<file path="src/rtl/cpu_control_fsm.sv">
// -----------------------------------------------------------------------------
// cpu_control_fsm
//
// Multi-cycle control sequencer for the RV32I-subset core. Each instruction is
// stepped through fetch, decode, execute, memory and write-back. The sequencer
// drives all datapath selects and the unified memory req/ready handshake. It
// also counts retired instructions.
//
// Ports
//   clk           rising-edge clock
//   rst           synchronous active-high reset
//   instruction   current IR contents (only opcode bits [6:0] are used)
//   mem_ready     memory completed the current access this cycle
//   branch_taken  branch comparator result for the IR's funct3
//   mem_req       memory access request
//   mem_we        write enable qualifying mem_req
//   addr_sel      memory address source: 0 = PC, 1 = ALU result
//   ir_write      load IR from memory read data
//   pc_write      update PC this cycle
//   pc_src        0 = PC+4, 1 = branch target
//   imm_sel       immediate format: 00 I, 01 S, 10 B, 11 U
//   alu_src_a     0 = rs1, 1 = old PC
//   alu_src_b     0 = rs2, 1 = imm
//   alu_op        00 add, 10 funct-decoded, 11 pass operand B
//   reg_write     register-file write enable
//   wb_sel        0 = ALU result, 1 = memory read data
//   trap          illegal opcode seen; held until rst
//   instr_count   retired-instruction count (wraps)
//
// State   | meaning
// --------+--------------------------------------------------------------
// IDLE    | post-reset; all outputs low, always moves to FETCH
// FETCH   | read instruction at PC; on ready load IR and step PC by 4
// DECODE  | opcode check; immediate format becomes valid
// EXEC    | ALU operation; branches resolve and retire here
// MEM     | load/store data access; stores retire here
// WB      | register-file write; retire
// TRAP    | illegal opcode; all control low, trap high until rst
// -----------------------------------------------------------------------------
module cpu_control_fsm #(
    parameter int CNT_W = 32
) (
    input  logic             clk,
    input  logic             rst,
    input  logic [31:0]      instruction,
    input  logic             mem_ready,
    input  logic             branch_taken,
    output logic             mem_req,
    output logic             mem_we,
    output logic             addr_sel,
    output logic             ir_write,
    output logic             pc_write,
    output logic             pc_src,
    output logic [1:0]       imm_sel,
    output logic             alu_src_a,
    output logic             alu_src_b,
    output logic [1:0]       alu_op,
    output logic             reg_write,
    output logic             wb_sel,
    output logic             trap,
    output logic [CNT_W-1:0] instr_count
);

    localparam logic [2:0] S_IDLE   = 3'd0;
    localparam logic [2:0] S_FETCH  = 3'd1;
    localparam logic [2:0] S_DECODE = 3'd2;
    localparam logic [2:0] S_EXEC   = 3'd3;
    localparam logic [2:0] S_MEM    = 3'd4;
    localparam logic [2:0] S_WB     = 3'd5;
    localparam logic [2:0] S_TRAP   = 3'd6;

    localparam logic [6:0] OP_R      = 7'b0110011;
    localparam logic [6:0] OP_I_ALU  = 7'b0010011;
    localparam logic [6:0] OP_LOAD   = 7'b0000011;
    localparam logic [6:0] OP_STORE  = 7'b0100011;
    localparam logic [6:0] OP_BRANCH = 7'b1100011;
    localparam logic [6:0] OP_LUI    = 7'b0110111;
    localparam logic [6:0] OP_AUIPC  = 7'b0010111;

    logic [2:0] state;
    logic [2:0] state_nxt;
    logic       retire;

    logic [6:0] opcode;
    logic       unused_instr_bits;

    assign opcode            = instruction[6:0];
    assign unused_instr_bits = ^instruction[31:7];

    logic is_r, is_i_alu, is_load, is_store, is_branch, is_lui, is_auipc;
    logic is_legal;

    assign is_r      = (opcode == OP_R);
    assign is_i_alu  = (opcode == OP_I_ALU);
    assign is_load   = (opcode == OP_LOAD);
    assign is_store  = (opcode == OP_STORE);
    assign is_branch = (opcode == OP_BRANCH);
    assign is_lui    = (opcode == OP_LUI);
    assign is_auipc  = (opcode == OP_AUIPC);
    assign is_legal  = is_r | is_i_alu | is_load | is_store | is_branch
                     | is_lui | is_auipc;

    // Immediate format and ALU selects derived from the opcode alone; they
    // are gated onto the outputs only in the states that use them.
    logic [1:0] imm_dec;
    logic       src_a_dec;
    logic       src_b_dec;
    logic [1:0] alu_op_dec;

    always_comb begin
        imm_dec = 2'b00;
        if (is_store)
            imm_dec = 2'b01;
        else if (is_branch)
            imm_dec = 2'b10;
        else if (is_lui || is_auipc)
            imm_dec = 2'b11;
    end

    always_comb begin
        src_a_dec  = is_auipc;
        src_b_dec  = is_i_alu | is_load | is_store | is_lui | is_auipc;
        alu_op_dec = 2'b00;
        if (is_r || is_i_alu)
            alu_op_dec = 2'b10;
        else if (is_lui)
            alu_op_dec = 2'b11;
    end

    always_comb begin
        state_nxt = state;
        retire    = 1'b0;
        case (state)
            S_IDLE:   state_nxt = S_FETCH;
            S_FETCH:  if (mem_ready) state_nxt = S_DECODE;
            S_DECODE: state_nxt = is_legal ? S_EXEC : S_TRAP;
            S_EXEC: begin
                if (is_branch) begin
                    state_nxt = S_FETCH;
                    retire    = 1'b1;
                end else if (is_load || is_store) begin
                    state_nxt = S_MEM;
                end else begin
                    state_nxt = S_WB;
                end
            end
            S_MEM: begin
                if (mem_ready) begin
                    if (is_store) begin
                        state_nxt = S_FETCH;
                        retire    = 1'b1;
                    end else begin
                        state_nxt = S_WB;
                    end
                end
            end
            S_WB: begin
                state_nxt = S_FETCH;
                retire    = 1'b1;
            end
            S_TRAP:   state_nxt = S_TRAP;
            default:  state_nxt = S_IDLE;
        endcase
    end

    always_ff @(posedge clk) begin
        if (rst) begin
            state       <= S_IDLE;
            instr_count <= '0;
        end else begin
            state <= state_nxt;
            if (retire)
                instr_count <= instr_count + {{(CNT_W-1){1'b0}}, 1'b1};
        end
    end

    always_comb begin
        mem_req   = 1'b0;
        mem_we    = 1'b0;
        addr_sel  = 1'b0;
        ir_write  = 1'b0;
        pc_write  = 1'b0;
        pc_src    = 1'b0;
        imm_sel   = 2'b00;
        alu_src_a = 1'b0;
        alu_src_b = 1'b0;
        alu_op    = 2'b00;
        reg_write = 1'b0;
        wb_sel    = 1'b0;
        trap      = 1'b0;
        case (state)
            S_FETCH: begin
                mem_req = 1'b1;
                if (mem_ready) begin
                    ir_write = 1'b1;
                    pc_write = 1'b1;
                end
            end
            S_DECODE: imm_sel = imm_dec;
            S_EXEC: begin
                imm_sel = imm_dec;
                if (is_branch) begin
                    pc_write = branch_taken;
                    pc_src   = 1'b1;
                end else begin
                    alu_src_a = src_a_dec;
                    alu_src_b = src_b_dec;
                    alu_op    = alu_op_dec;
                end
            end
            S_MEM: begin
                imm_sel   = imm_dec;
                alu_src_a = src_a_dec;
                alu_src_b = src_b_dec;
                alu_op    = alu_op_dec;
                mem_req   = 1'b1;
                addr_sel  = 1'b1;
                mem_we    = is_store;
            end
            S_WB: begin
                imm_sel   = imm_dec;
                alu_src_a = src_a_dec;
                alu_src_b = src_b_dec;
                alu_op    = alu_op_dec;
                reg_write = 1'b1;
                wb_sel    = is_load;
            end
            S_TRAP:  trap = 1'b1;
            default: ;
        endcase
    end

endmodule

</file>
<file path="config.mk">
export PLATFORM = sky130hd
export DESIGN_NAME = cpu_control_fsm
export DESIGN_NICKNAME = d
export VERILOG_FILES = /design/src/rtl/cpu_control_fsm.sv
export SDC_FILE = /design/constraint.sdc
export NUM_CORES = 1
export LEC_CHECK = 0
export ABC_AREA = 1
export CAP_MARGIN = 25
export CORE_UTILIZATION = 47
export CTS_BUF_LIST = sky130_fd_sc_hd__clkbuf_16
export CTS_CLUSTER_DIAMETER = 120
export CTS_CLUSTER_SIZE = 12
export DETAILED_ROUTE_END_ITERATION = 8
export PLACE_DENSITY = 0.81
export SYNTH_ARGS = -nofsm -noshare
export SYNTH_HDL_FRONTEND = slang
export SYNTH_SLANG_ARGS = --single-unit
</file>
<file path="constraint.sdc">
create_clock -name clk -period 2.1 [get_ports clk]
set_input_delay 0.315 -clock clk [delete_from_list [all_inputs] [get_ports clk]]
set_output_delay 0.315 -clock clk [all_outputs]
set_load 0.01 [all_outputs]
</file>
==> flow_metrics.tcl, run 1 <==
set metrics [dict create \
    r2r_setup_slack_ns 0.33 \
    holdWs_ns 0.492 \
    layout-drive-gt1-share 0.135 \
    netlist_instances 454 \
    syn_nets 492 \
    async_flop_share 0 \
    status "completed" \
    dpl_cell_area_sq_mm 0.00344 \
    critical_path_class "in -> out" \
    syn2layout_area_growth_pct 35.3 \
    chipHeight_um 77.2 \
    grt_pass1_vias 2891 \
    wl_per_cell_um 12.0 \
    synth_cell_types 29 \
    cts_made_buffers 5 \
    drc 0 \
    routabilityCongestion 0.919 \
    r2r_cells 9 \
    seqPwrFrac 0.401 \
    io_buffers 57 \
    fill_cells 522 \
    whs_endpoint "instr_count[31]$_SDFFE_PP0P_" \
    start_kind "input port" \
    tightest_slew_ns 0.388 \
    clockPowerShare 0.394 \
    via_per_inst 5.13 \
    p_leak_nw 1.47 \
    swShare 0.294 \
    dp.cells 596 \
    die_x_um 77.2 \
    report.final.slew_viol_count 0 \
    max_cap_violations 0 \
    holdBufCountCts 0 \
    cts_tree "built" \
    io-pin-count 83 \
    ys_seq_area_frac 0.264 \
    path_clk_slew_ns 0.05 \
    route.vias.total 3099 \
    power.density_mw_per_mm2 490 \
    hold_path.class "reg -> reg" \
    core_area_sq_mm 0.00547 \
    period_share 0.954 \
    fin_cells 604 \
    htreeDepth 2 \
    min_path_cells 2 \
    fmax_mhz 499 \
    hpwl_mm 5.52 \
    stdcell_area_sq_mm 0.00360 \
    diodes 0 \
    postRouteAntennaNets 0 \
    mostFrequentLayoutCells "164 x nand2_1, 66 x nor2_1, 45 x clkdlybuf4s50_1" \
    finalCriticalPeriod_ns 2.00 \
    final_nets 570 \
    num_rows 27 \
    yosysWarnings 0 \
    start_util 0.486 \
    grt_pass1_wl_mm 12.3 \
    grt_max_degree 31 \
    clk_latency_ns 0.28 \
    antenna_found_initial 0 \
    cts.path.max_buffers 2 \
    required_ns 1.78 \
    grt.overflow.total 0 \
    cts_root_buf "clkbuf_16" \
    dr.pass1.iters 4 \
    p_int_w 0.00125 \
    synth_area_per_cell_sq_um 5.86 \
    cp.arrival_ns 1.69 \
    pwr-share-comb 0.205 \
    crit_fanout 3 \
    setup_viol 0 \
    synth-main-ff-cell "dfxtp_1" \
    dr.first_iter.drc_count 154 \
    die_area_sq_mm 0.00596 \
    p_sw_w 0.000518 \
    synth_edf_count 0 \
    rsz0062_at_grt "false" \
    final_common_cell "nand2_1" \
    slowest_delay_ns 0.48 \
    routed_wl_mm 7.26 \
    crit_chain "clkdlybuf4s50_1 -> nand2_2 -> nor3_4 -> and3_4 -> o21a_1 -> dlygate4sd2_1" \
    relSlewSlack 0.741 \
    rr_startpoint "instr_count[1]$_SDFFE_PP0P_" \
    clock-sinks 35 \
    netlist_area_sq_mm 0.00266 \
    fin_worst_skew_ns 0.00755 \
    hold_violations 0 \
    ys_ff_latch 35 \
    hp-start "instr_count[31]$_SDFFE_PP0P_" \
    grt_usage 0.256 \
    timing.rr.end "instr_count[20]$_SDFFE_PP0P_" \
    endpoint_kind "output port" \
    cpMaxStageDelayCell "clkdlybuf4s50_1" \
    ir_worst_vdd_v 0.000355 \
]
## cell families after synthesis
group           synth area share
compound gates            0.0988
flops                      0.264
xor+xnor                  0.0264
fa+ha+maj                0.00941
buf+inv                   0.0889
simple gates               0.513
## per-stage QoR
stage               worst slack [ns]  total power, W   util  setup TNS [ns]
floorplan                      0.502        0.000948      -               0
global placement              -0.278         0.00107  0.629           -1.71
detailed placement            -0.355         0.00108  0.629           -3.37
CTS                           0.0161         0.00177  0.658               0
global route                  0.0135         0.00184  0.658               0
finish                        0.0959         0.00176  0.658               0
## metal layers
| metal | vias to the layer above | GRT usage | routed length [um] |
|---|---|---|---|
| li1 | 1586 | - | - |
| met1 | 1387 | 0.279 | 3070 |
| met2 | 104 | 0.464 | 3540 |
| met3 | 22 | 0.0488 | 386 |
| met4 | 0 | 0.136 | 266 |
| met5 | - | 0 | 0 |
## sequential cells by signal (all words and copies together) (netlist names)
name	flops
state	3
instr_count	32
## area by class of cell
| type | instances | area (sq um) | share of cell area |
|---|---|---|---|
| Clock buffer | 5 | 125 | 0.0348 |
| Timing Repair Buffer | 81 | 744 | 0.207 |
| Sequential cell | 35 | 702 | 0.195 |
| Tap cell | 72 | 90.1 | 0.0250 |
| Inverter | 46 | 175 | 0.0487 |
| Clock inverter | 2 | 8.76 | 0.00243 |
| Multi-Input combinational cell | 363 | 1750 | 0.487 |
## timing repair
item / 4_1_cts / 5_1_grt
setup endpoints to repair: 10 / 5
gates cloned: 0 / 0
pin swaps: 3 / 0
resized for setup: 20 / 7
setup buffers: 1 / 0
## worst max-delay path, delay by kind of cell
| family | cells | cell delay [ns] |
|---|---|---|
| AO/OA/AOI/OAI | 1 | 0.11 |
| AND/OR/NAND/NOR | 3 | 0.52 |
| buffers and inverters | 2 | 0.74 |
## power groups by stage
stage	clock (W)	combinational, W	sequential [W]
3_5_place_dp	0	0.000358	0.000718
5_1_grt	0.000730	0.000398	0.000709
6_report	0.000695	0.000362	0.000706
4_1_cts	0.000702	0.000361	0.000704
3_3_place_gp	0	0.000351	0.000717
2_1_floorplan	0	0.000233	0.000715
## how the worst max path moves through the flow
stage,from,end,slack [ns],cells past startpoint
after floorplan,instr_count[0]$_SDFFE_PP0P_,instr_count[20]$_SDFFE_PP0P_,0.50,9
after global placement,instruction[1],alu_src_b,-0.28,8
after detailed placement,instruction[0],alu_op[1],-0.36,7
after CTS,instruction[0],alu_op[1],0.02,7
after global routing,instruction[6],imm_sel[0],0.01,8
final,instruction[0],alu_op[0],0.1,6
## cells in the mapped netlist (all sizes together), types with 5 or more instances
master / count / area share
inv: 46 / 0.066
xnor2: 5 / 0.016
nand3b: 10 / 0.028
nand2: 176 / 0.26
nand4: 5 / 0.012
nor2: 76 / 0.13
a21oi: 36 / 0.079
dfxtp: 35 / 0.26
o21ai: 9 / 0.017
nand3: 37 / 0.076
buf: 7 / 0.019
No activity file was read; power rests on OpenSTA's default activity.
==> run 2: changes to the inputs <==
--- a/config.mk
+++ b/config.mk
@@ -6,13 +6,14 @@
 export NUM_CORES = 1
 export LEC_CHECK = 0
 export ABC_AREA = 1
-export CAP_MARGIN = 25
+export CAP_MARGIN = 0
 export CORE_UTILIZATION = 47
-export CTS_BUF_LIST = sky130_fd_sc_hd__clkbuf_16
+export CTS_BUF_LIST = sky130_fd_sc_hd__clkbuf_4 sky130_fd_sc_hd__clkbuf_8 sky130_fd_sc_hd__clkbuf_16
 export CTS_CLUSTER_DIAMETER = 120
 export CTS_CLUSTER_SIZE = 12
 export DETAILED_ROUTE_END_ITERATION = 8
 export PLACE_DENSITY = 0.81
+export SKIP_CTS_REPAIR_TIMING = 1
 export SYNTH_ARGS = -nofsm -noshare
 export SYNTH_HDL_FRONTEND = slang
 export SYNTH_SLANG_ARGS = --single-unit
==> flow_metrics.tcl, run 2 (same netlist as run 1, synthesis figures left out) <==
set metrics [dict create \
    clock-sinks 35 \
    hpwl_mm 5.52 \
    hold_violations 0 \
    largest-register "instr_count" \
    die_x_um 77.2 \
    dr.pass1.iters 5 \
    crit_chain "clkdlybuf4s50_1 -> inv_1 -> nor3_2 -> buf_4 -> nand2_1 -> nand3_1 -> o21ai_0 -> inv_1 -> dlymetal6s2s_1" \
    required_ns 1.78 \
    fill_cells 522 \
    power.density_mw_per_mm2 439 \
    die_area_sq_mm 0.00596 \
    ir_worst_vdd_v 0.000460 \
    tightest_slew_ns 0.382 \
    layout-drive-gt1-share 0.128 \
    ff_latch_area_sq_um 702 \
    cp_top_family "buffers and inverters" \
    dr.first_iter.drc_count 121 \
    period_share 0.966 \
    io_buffers 57 \
    report.final.slew_viol_count 0 \
    cts.path.max_buffers 2 \
    via_per_inst 5.10 \
    startpoint "instruction[2]" \
    fin_worst_skew_ns 0.00876 \
    grt_usage 0.247 \
    antenna_found_initial 0 \
    cts_root_buf "clkbuf_8" \
    final_nets 570 \
    r2r_setup_slack_ns 0.31 \
    postRouteAntennaNets 0 \
    finalCriticalPeriod_ns 2.03 \
    start_util 0.486 \
    wl_per_cell_um 12.0 \
    drc 0 \
    io-pin-count 83 \
    num_rows 27 \
    fmax_mhz 493 \
    cpMaxStageDelayCell "clkdlybuf4s50_1" \
    max_cap_violations 0 \
    hold_path.class "reg -> reg" \
    path_clk_slew_ns 0.07 \
    critPathCapture "alu_src_b" \
    final_common_cell "nand2_1" \
    critical_path_class "in -> out" \
    hp-start "instr_count[31]$_SDFFE_PP0P_" \
    dpl_cell_area_sq_mm 0.00344 \
    start_kind "input port" \
    reg_top3 "instr_count x32, state x3" \
    endpoint_kind "output port" \
    chipHeight_um 77.2 \
    syn2layout_area_growth_pct 34.7 \
    setup_viol 0 \
    slowest_delay_ns 0.48 \
    core_area_sq_mm 0.00547 \
    grt_pass1_vias 2840 \
    dp.cells 596 \
    cp.arrival_ns 1.71 \
    route.vias.total 3078 \
    cts_tree "built" \
    largest_reg_flops 32 \
    p_leak_nw 1.59 \
    stdcell_area_sq_mm 0.00358 \
    routed_wl_mm 7.27 \
    rr_startpoint "instr_count[1]$_SDFFE_PP0P_" \
    critical_path.most_common_cell "inv_1" \
    diodes 0 \
    path_buf_inv 5 \
    r2r_cells 9 \
    cp_num_cells 9 \
    fin_cells 604 \
    grt_pass1_wl_mm 12.0 \
    mostFrequentLayoutCells "164 x nand2_1, 66 x nor2_1, 46 x clkdlybuf4s50_1" \
    htreeDepth 2 \
    grt_max_degree 31 \
    timing.rr.end "instr_count[20]$_SDFFE_PP0P_" \
    cts_made_buffers 5 \
    grt.overflow.total 0 \
    crit_fanout 4 \
    relSlewSlack 0.745 \
    routabilityCongestion 0.919 \
    multi_input_area_sq_mm 0.00174 \
    status "completed" \
    clk_latency_ns 0.29 \
]
run 2: cell types whose count changed in the layout (fill, tap and decap cells not counted), sizes merged:
cell / delta
clkdlybuf4s50: +1
clkbuf: -1
clkinv: -1
dlymetal6s2s: +10
dlygate4sd2: -9
run 2: cell type report:
class | instances | area share
repair buffers | 81 | 0.221
multi-input cells | 363 | 0.485
clock inverters | 1 | 0.00140
clock buffers | 6 | 0.0231
flip-flops and latches | 35 | 0.196
well taps | 72 | 0.0251
inverters | 46 | 0.0489
run 2: how the worst min path moves through the flow:
stage,end,slack (ns),depth (start not counted)
2_1_floorplan,instr_count[0]$_SDFFE_PP0P_,0.50,3
3_3_place_gp,instr_count[31]$_SDFFE_PP0P_,0.48,2
3_5_place_dp,instr_count[31]$_SDFFE_PP0P_,0.49,2
4_1_cts,instr_count[31]$_SDFFE_PP0P_,0.50,2
5_1_grt,instr_count[31]$_SDFFE_PP0P_,0.51,2
6_report,instr_count[31]$_SDFFE_PP0P_,0.49,2
run 2: where the power goes:
part,internal [W],total [W],switching [W],leakage (nW)
registers,0.000679,0.000705,0.0000253,0.282
logic,0.000142,0.000364,0.000222,1.26
clock network,0.000258,0.000504,0.000246,0.0470
run 2: layer usage:
layer	track usage	wire, um	up-vias
met3	0.0393	351	19
li1	-	-	1585
met2	0.454	3670	100
met4	0.113	228	0
met1	0.274	3020	1374
met5	0	0	-
run 2: per-stage QoR:
step	TNS [ns]	power [W]	hold WS [ns]	utilization	setup WS [ns]
2_1_floorplan	0	0.000948	0.503	-	0.502
3_3_place_gp	-1.71	0.00107	0.475	0.629	-0.278
3_5_place_dp	-3.37	0.00108	0.485	0.629	-0.355
4_1_cts	-2.26	0.00157	0.495	0.645	-0.365
5_1_grt	-0.0325	0.00164	0.507	0.655	-0.0325
6_report	0	0.00157	0.495	0.655	0.0706
run 2: worst min-delay path, delay by kind of cell (launching register included):
kind,cells,cell delay (ns)
compound gates,1,0.05
simple gates,1,0.07
flops,1,0.33
==> run 3: changes to the inputs <==
--- a/config.mk
+++ b/config.mk
@@ -12,6 +12,7 @@
 export CTS_CLUSTER_DIAMETER = 120
 export CTS_CLUSTER_SIZE = 12
 export DETAILED_ROUTE_END_ITERATION = 8
+export HOLD_SLACK_MARGIN = 0.02
 export PLACE_DENSITY = 0.81
 export SKIP_CTS_REPAIR_TIMING = 1
 export SYNTH_ARGS = -nofsm -noshare
==> results of run 3 <==
The final DEF is identical to that of run 2; final timing and power are the same.
